## src/rtl/decode_stage.sv

```systemverilog
// Decode stage: latches fetch word/PC, reads regfile, resolves BEQ/J, issues micro-fields to EX.
// Latency: one register stage (DR at cycle N shows on ex_* after the following posedge).
// Backpressure: load-use hazard drops enbl for one cycle; taken BEQ/J pulses dec and discards one slot.
// Optional: define REGFILE_BYPASS_EN for write-first register reads.
module decode_stage #(
  parameter int PC_W = 7,
  parameter int NREG = 32
) (
  input  logic            clk,
  input  logic            rst,
  input  logic [31:0]     DR,
  input  logic [PC_W-1:0] pc_in,
  input  logic            wb_we,
  input  logic [4:0]      wb_addr,
  input  logic [31:0]     wb_data,
  output logic            dec,
  output logic [PC_W-1:0] pc_mux,
  output logic            enbl,
  output logic            ex_valid,
  output logic [5:0]      ex_opcode,
  output logic [5:0]      ex_funct,
  output logic [31:0]     ex_rs_val,
  output logic [31:0]     ex_rt_val,
  output logic [31:0]     ex_imm,
  output logic [4:0]      ex_wreg,
  output logic            ex_wen,
  output logic            ex_mem_rd,
  output logic            ex_mem_wr
);

  localparam logic [5:0] OP_R    = 6'b000000;
  localparam logic [5:0] OP_ADDI = 6'b001000;
  localparam logic [5:0] OP_LW   = 6'b100011;
  localparam logic [5:0] OP_SW   = 6'b101011;
  localparam logic [5:0] OP_BEQ  = 6'b000100;
  localparam logic [5:0] OP_J    = 6'b000010;

  typedef enum logic [1:0] {RUN, STALL, REDIRECT} state_t;

  state_t          state;
  logic [31:0]     ir;
  logic [PC_W-1:0] pcr;
  logic [31:0]     regs [NREG];

  logic [31:0]     src;
  logic [PC_W-1:0] src_pc;
  logic [5:0]      op;
  logic [4:0]      rs_idx, rt_idx, rd_idx;
  logic [31:0]     rs_val, rt_val;
  logic            is_r, is_addi, is_lw, is_sw, is_beq, is_j;
  logic            d_valid, reads_rs, reads_rt;
  logic            hazard, taken, issue;
  logic [PC_W-1:0] target;

  // A stalled instruction is re-decoded from the held IR; otherwise decode the live fetch word
  always_comb begin
    src    = (state == STALL) ? ir  : DR;
    src_pc = (state == STALL) ? pcr : pc_in;
    op     = src[31:26];
    rs_idx = src[25:21];
    rt_idx = src[20:16];
    rd_idx = src[15:11];
  end

  // Register file reads; index 0 is hard zero, optional write-first bypass from writeback
  always_comb begin
    rs_val = (rs_idx == 5'd0) ? 32'd0 : regs[rs_idx];
    rt_val = (rt_idx == 5'd0) ? 32'd0 : regs[rt_idx];
`ifdef REGFILE_BYPASS_EN
    if (wb_we && wb_addr != 5'd0 && wb_addr == rs_idx) rs_val = wb_data;
    if (wb_we && wb_addr != 5'd0 && wb_addr == rt_idx) rt_val = wb_data;
`endif
  end

  // Instruction classification, load-use detection and branch resolution
  always_comb begin
    is_r     = (op == OP_R) && (src != 32'd0);
    is_addi  = (op == OP_ADDI);
    is_lw    = (op == OP_LW);
    is_sw    = (op == OP_SW);
    is_beq   = (op == OP_BEQ);
    is_j     = (op == OP_J);
    d_valid  = is_r | is_addi | is_lw | is_sw;
    reads_rs = d_valid | is_beq;
    reads_rt = is_r | is_sw | is_beq;
    // Only a live RUN-state decode can collide with a load sitting in EX
    hazard   = (state == RUN) && ex_mem_rd && (ex_wreg != 5'd0) &&
               ((reads_rs && rs_idx == ex_wreg) || (reads_rt && rt_idx == ex_wreg));
    taken    = is_j | (is_beq && rs_val == rt_val);
    target   = is_j ? src[PC_W-1:0] : src_pc + src[PC_W-1:0];
    issue    = ((state == RUN) && !hazard) || (state == STALL);
  end

  // Register file write port; cleared on reset, r0 never written
  always_ff @(posedge clk or posedge rst) begin
    if (rst) begin
      for (int i = 0; i < NREG; i++) regs[i] <= 32'd0;
    end else if (wb_we && wb_addr != 5'd0) begin
      regs[wb_addr] <= wb_data;
    end
  end

  // Control FSM with registered redirect/enable lines and EX issue registers
  always_ff @(posedge clk or posedge rst) begin
    if (rst) begin
      state     <= RUN;
      ir        <= 32'd0;
      pcr       <= '0;
      dec       <= 1'b0;
      pc_mux    <= '0;
      enbl      <= 1'b1;
      ex_valid  <= 1'b0;
      ex_opcode <= 6'd0;
      ex_funct  <= 6'd0;
      ex_rs_val <= 32'd0;
      ex_rt_val <= 32'd0;
      ex_imm    <= 32'd0;
      ex_wreg   <= 5'd0;
      ex_wen    <= 1'b0;
      ex_mem_rd <= 1'b0;
      ex_mem_wr <= 1'b0;
    end else begin
      // Every slot defaults to a bubble with fetch enabled and no redirect
      dec       <= 1'b0;
      enbl      <= 1'b1;
      ex_valid  <= 1'b0;
      ex_opcode <= 6'd0;
      ex_funct  <= 6'd0;
      ex_rs_val <= 32'd0;
      ex_rt_val <= 32'd0;
      ex_imm    <= 32'd0;
      ex_wreg   <= 5'd0;
      ex_wen    <= 1'b0;
      ex_mem_rd <= 1'b0;
      ex_mem_wr <= 1'b0;

      if (state == RUN) begin
        ir  <= DR;
        pcr <= pc_in;
      end

      if (state == RUN && hazard) begin
        enbl  <= 1'b0;
        state <= STALL;
      end else if (state == REDIRECT) begin
        state <= RUN;
      end

      if (issue) begin
        if (d_valid) begin
          ex_valid  <= 1'b1;
          ex_opcode <= op;
          ex_funct  <= src[5:0];
          ex_rs_val <= rs_val;
          ex_rt_val <= rt_val;
          ex_imm    <= {{16{src[15]}}, src[15:0]};
          ex_wreg   <= is_r ? rd_idx : ((is_addi | is_lw) ? rt_idx : 5'd0);
          ex_wen    <= is_r | is_addi | is_lw;
          ex_mem_rd <= is_lw;
          ex_mem_wr <= is_sw;
        end
        if (taken) begin
          dec    <= 1'b1;
          pc_mux <= target;
          state  <= REDIRECT;
        end else begin
          state  <= RUN;
        end
      end
    end
  end

endmodule
```

## config.mk

```make
export PLATFORM = sky130hd
export DESIGN_NAME = decode_stage
export DESIGN_NICKNAME = d
export VERILOG_FILES = /design/src/rtl/decode_stage.sv
export SDC_FILE = /design/constraint.sdc
export NUM_CORES = 2
export LEC_CHECK = 0
export CAP_MARGIN = 20
export CORE_AREA = 3 3 377 379
export CTS_CLUSTER_SIZE = 12
export DETAILED_ROUTE_END_ITERATION = 10
export DIE_AREA = 0 0 380 382
export HOLD_SLACK_MARGIN = 0.03
export RECOVER_POWER = 50
export SLEW_MARGIN = 20
export SYNTH_ARGS = -nofsm -noshare
export SYNTH_HDL_FRONTEND = slang
export SYNTH_SLANG_ARGS = --single-unit
```

## constraint.sdc

```tcl
create_clock -name clk -period 39.9 [get_ports clk]
set_input_delay 3.99 -clock clk [delete_from_list [all_inputs] [get_ports clk]]
set_output_delay 3.99 -clock clk [all_outputs]
set_load 0.05 [all_outputs]
```

# == Word-level counts from Yosys, hierarchy flattened ==
# Index checks and enable logic that the tools add are counted.
# totals
input_bits,79
wordCells,140
output_inout_bits,126
regBits,1191
# op_classes
n_reduce_logical,23
order_cmp,4
n_bitwise,11
n_eq_ne,10
n_mux,43
n_addsub,1
# op_table
cell,count
$bwmux 1024,1
$mux 32,14
$bmux 32 s5,2
$demux 32 s5,1
$eq 32x32->1,1
$reduce_bool 32->1,1
$mux 6,4
$mux 5,4
$ge 6x6->1 const B,3
$not 5->6,3
$mux 7,2
$eq 6x6->1 const B,2
$logic_and 1x1->1,11
$mux 1,11
$eq 5x5->1,2
$logic_not 5->1,2
$reduce_bool 5->1,2
$mux 2,4
$or 1x1->1,8
$add 7x7->7,1
$eq 6x2->1 const B,1
$eq 6x3->1 const B,1
$eq 6x4->1 const B,1
$logic_not 6->1,1
other kinds (8),9

# == Longest topological paths before layout ==
# logic_depth
word_depth,15
ltp_mapped,22
ltp_nobuf,14

# == Worst setup path before layout ==
# Ideal clock, no wire load.
# synth_timing
kind,input-to-reg
from,in DR[16]
to,reg pc_mux[2]
setup_time_ps,125
path_buffers,3
path_slack_ps,32720
arrival_ps,7055
path_stages,13
t_required_ps,39775
path_cell_list,clkbuf_1 a21oi_4 buf_4 buf_4 mux4_2 a22oi_1 o21ai_0 a211oi_1 xnor2_1 nand4_1 nor4_4 a21oi_4 mux2_4
# synth_via
elab_chain_len,14
word_cells_on_any_way,27
classes_between,eq/ne (2); mux (5); bitwise (8); reduce/logical (12)
# synth_rtl
element,line,source
start: declaration,11,"input logic [31:0] DR,"
$mux 32 (*),57,src = (state == STALL) ? ir : DR;
branches (longest 12 deep; another with $bmux 32 s5),-,
$reduce_and 2->1 (no source line) (*),-,
end signal: assignment,164,pc_mux <= target;
end: declaration,17,"output logic [PC_W-1:0] pc_mux,"
# Every way passes the cells marked *. The select of a mux whose other input is x is not followed.
# A chain may end at the register's enable or synchronous reset.

==> results.yml <==
grt:
  grt_first_pass_wirelength_mm: 353
  grt_start_max_net_pins: 148
  gr-total-overflow: 0
  grt_antenna_before_repair: 17
  globalRouteTotalUtil_pct: 33.2
  number_of_global_route_vias_before_repair: 48400
cells_and_area:
  layout-drive-gt1-share_pct: 27.4
  area_of_all_placed_cells_without_fillers_um2: 70000
  nNetsFinal: 5809
  layout_commonest_cell: "sky130_fd_sc_hd__dfrtp_1"
  most-common-layout-cells: "sky130_fd_sc_hd__dfrtp_1, sky130_fd_sc_hd__mux2_2, sky130_fd_sc_hd__nand2_1"
  flow.area_growth_from_synthesis_pct: 12.0
  num-fill-cells: 12500
detailed_routing:
  routed.top_layer: "met5"
  drc: 0
  vias: 50600
  drt_iter0_drc: 6559
  drt-wirelength-per-cell_um: 31.9
  drtPass1Iterations: 6
  drt.antenna.violating_nets: 0
  vias_per_cell: 6.56
  wirelength_mm: 246
  wl_met1_mm: 97.1
  wire_length_on_met3_mm: 27.5
  wl_met2_mm: 105
clock_network:
  tritoncts_clock_tree: "built"
  cts-root-to-sink-buffers: 3
  clk_pin_slew_ps: 60
  root_buffer: "sky130_fd_sc_hd__clkbuf_16"
  worst_skew_pair.late_latency_ps: 800
  h-tree-depth: 4
  cts_hold_bufs: 0
  cts-buffers-inserted: 133
  clock_sink_count: 1169
  post-cts-setup-buffers: 0
  cts.repair.resized: 0
setup_path:
  worst-endpoint-arrival_ps: 16180
  worst_ep_required_time_ps: 40660
  critical_path.startpoint_type: "input port"
  critical_path_peak_fanout: 147
  capturing_element_type_of_the_critical_path: "async pin"
  timing_worst_setup_path_type: "in -> async"
sta:
  slew_headroom_pct: -462
  worstMarginPinSlew_ps: 8430
  setup_repair_after_global_routing_missed_its_margin: "false"
  max_freq_ghz: 0.0648
  slew_limit_fails: 1251
  post-route-period-util_pct: 38.7
  fin_worst_skew_ps: 19.2
  timing.final.crit_period_ps: 15430
  setup_viol: 0
  finalSetupTns_ps: 0
  finalHoldViolCount: 0
floorplan:
  die_y_um: 382
  fp-row-count: 137
  floorplan.initialDensity_pct: 44.9
  floorplan.die_area_um2: 145000
  floorplan.core_area_um2: 139000
  io-pin-count: 205
  die_x_um: 380
pwr:
  static-leakage-power_nw: 30.0
  clockPowerShare_pct: 36.6
  ir_drop_v: 0.0000344
  cellInternalPower_mw: 2.40
  power_density_nw_per_um2: 48.5
  comb_power_share_pct: 18.0
  net-switching-power_mw: 0.993
  power_frac_seq_pct: 45.4
  power_switching_share_pct: 29.3
status:
  outcome: "finished, violations left"
  violations: "capacitance limit, slew limit"
yosys:
  synth-main-ff-cell: "sky130_fd_sc_hd__dfrtp_1"
  seq_area_frac_synth_pct: 46.8
  synthesis.yosys.warnings: 0
  synthArstFlopShare_pct: 100
  synth-edff-count: 0
  synthesis.area_um2: 62500
  yosys_cell_types: 92
  postSynthAreaPerCell_um2: 10.8
  syn_inst: 5808
  yosys_register_bits: 1169
place:
  port-buffer-count: 204
  gp_congestion: 0.898
  final_hpwl_dp_mm: 143
  place_area_um2: 65800
job:
  max-cap-violations: 33
worst_hold_path:
  worst_hold_path_type: "reg -> reg"
state kept, by name, summed over array words and instances (netlist names), 2 cells and up:
name / cells
regs: 1024
pc_mux: 7
ir: 32
ex_rt_val: 32
ex_wreg: 5
pcr: 7
state: 2
ex_imm: 16
ex_rs_val: 32
ex_opcode: 6
cells in the mapped netlist (5+ instances only):
master / number / share of area, %
sky130_fd_sc_hd__nor2_1: 248 / 1.5
sky130_fd_sc_hd__a31oi_1: 128 / 1.3
sky130_fd_sc_hd__inv_1: 29 / 0.17
sky130_fd_sc_hd__buf_1: 77 / 0.46
sky130_fd_sc_hd__nor2b_1: 42 / 0.42
sky130_fd_sc_hd__nand3b_1: 7 / 0.084
sky130_fd_sc_hd__xor2_1: 16 / 0.22
sky130_fd_sc_hd__o22ai_1: 26 / 0.26
sky130_fd_sc_hd__mux2_2: 1038 / 19
sky130_fd_sc_hd__nand2_1: 1045 / 6.3
sky130_fd_sc_hd__o2111ai_1: 10 / 0.14
sky130_fd_sc_hd__xnor2_1: 32 / 0.45
sky130_fd_sc_hd__nor3_1: 34 / 0.27
sky130_fd_sc_hd__o21ai_0: 97 / 0.78
sky130_fd_sc_hd__o211ai_1: 44 / 0.53
sky130_fd_sc_hd__ha_1: 6 / 0.12
sky130_fd_sc_hd__nor3b_1: 9 / 0.11
sky130_fd_sc_hd__o221ai_1: 7 / 0.098
sky130_fd_sc_hd__mux2i_1: 211 / 3.4
sky130_fd_sc_hd__a21oi_1: 86 / 0.69
sky130_fd_sc_hd__nor4_1: 9 / 0.090
sky130_fd_sc_hd__nor2_2: 6 / 0.060
sky130_fd_sc_hd__o211a_1: 6 / 0.096
sky130_fd_sc_hd__nand3_1: 299 / 2.4
sky130_fd_sc_hd__o31ai_1: 7 / 0.084
sky130_fd_sc_hd__nand4_1: 139 / 1.4
sky130_fd_sc_hd__a32oi_1: 71 / 0.99
sky130_fd_sc_hd__mux4_2: 125 / 4.5
sky130_fd_sc_hd__a22oi_1: 58 / 0.70
sky130_fd_sc_hd__a22o_1: 12 / 0.17
sky130_fd_sc_hd__a21o_1: 5 / 0.060
sky130_fd_sc_hd__a211oi_1: 37 / 0.44
sky130_fd_sc_hd__dfrtp_1: 1168 / 47
sky130_fd_sc_hd__and4_1: 15 / 0.21
sky130_fd_sc_hd__buf_4: 54 / 0.65
sky130_fd_sc_hd__a221oi_1: 19 / 0.27
sky130_fd_sc_hd__and2_1: 8 / 0.080
sky130_fd_sc_hd__nand2b_1: 19 / 0.19
sky130_fd_sc_hd__clkbuf_1: 264 / 1.6
sky130_fd_sc_hd__buf_6: 14 / 0.25
sky130_fd_sc_hd__buf_2: 165 / 1.3
sky130_fd_sc_hd__and3_1: 19 / 0.19
sky130_fd_sc_hd__a311oi_1: 9 / 0.13
power groups by stage:
| stage | combinational (mW) | clock [mW] | sequential [mW] |
|---|---|---|---|
| after floorplan | 0.446 | 0 | 1.51 |
| after global placement | 0.588 | 0 | 1.54 |
| after detailed placement | 0.601 | 0 | 1.55 |
| after CTS | 0.603 | 1.26 | 1.53 |
| final | 0.611 | 1.24 | 1.54 |
| after global routing | 0.656 | 1.31 | 1.56 |
metal layers:
metal  vias to the layer above  track usage (%)
li1                      20700                -
met1                     25900             44.5
met2                      3161             48.1
met3                       765             9.41
met4                         6             19.6
met5                         -                0
layout make-up:
cell class              instances  area [um^2]  area share, %
repair buffers                354         3130           4.47
inverters                      29          110          0.157
clock buffers                 194         3930           5.62
diodes                         10         25.0         0.0357
clock inverters                44          425          0.608
flip-flops and latches       1169        29300           41.8
well taps                    1876         2350           3.35
multi-input cells            4036        30800           44.0
worst paths after layout:
kind / start / cells after the start / slack, ps / end
max: rst / 5 / 24470 / regs[67]
min: regs[1002] / 0 / 380 / regs[1002]
max reg2reg: state[0] / 16 / 32730 / pc_mux[2]
min reg2reg: regs[1002] / 0 / 380 / regs[1002]
max in group clk: DR[16] / 14 / 28910 / pc_mux[2]
min in group asynchronous: rst / 2 / 5280 / regs[289]
stage by stage:
stage	power (mW)	utilization [%]	cells	hold WS [ps]	setup slack (ps)
2_1_floorplan	1.96	-	5809	429	2980
3_3_place_gp	2.13	47.3	7461	370	29390
3_5_place_dp	2.15	47.3	7462	369	29380
4_1_cts	3.39	50.4	7700	381	30210
5_1_grt	3.52	50.3	7704	400	22540
6_report	3.39	50.3	7712	378	24470
worst max-delay path: stages:
cell and delay [ps]:
sky130_fd_sc_hd__dlygate4sd3_1 550, sky130_fd_sc_hd__clkinvlp_2 2910, sky130_fd_sc_hd__clkbuf_1 6060, sky130_fd_sc_hd__buf_4 1320, sky130_fd_sc_hd__buf_4 870
cell families (layout without fill, tap and decap cells):
| family | after synthesis | after routing | synth area share [%] |
|---|---|---|---|
| XOR/XNOR | 48 | 48 | 0.673 |
| buffers and inverters | 604 | 621 | 4.45 |
| AO/OA/AOI/OAI | 667 | 667 | 7.40 |
| multiplexers | 1379 | 1379 | 26.7 |
| other | 1 | 12 | 0.00600 |
| adder cells (fa/ha/maj) | 7 | 7 | 0.152 |
| AND/OR/NAND/NOR | 1933 | 1933 | 13.8 |
| flip-flops | 1169 | 1169 | 46.8 |
(Power assumes the default switching activity.)
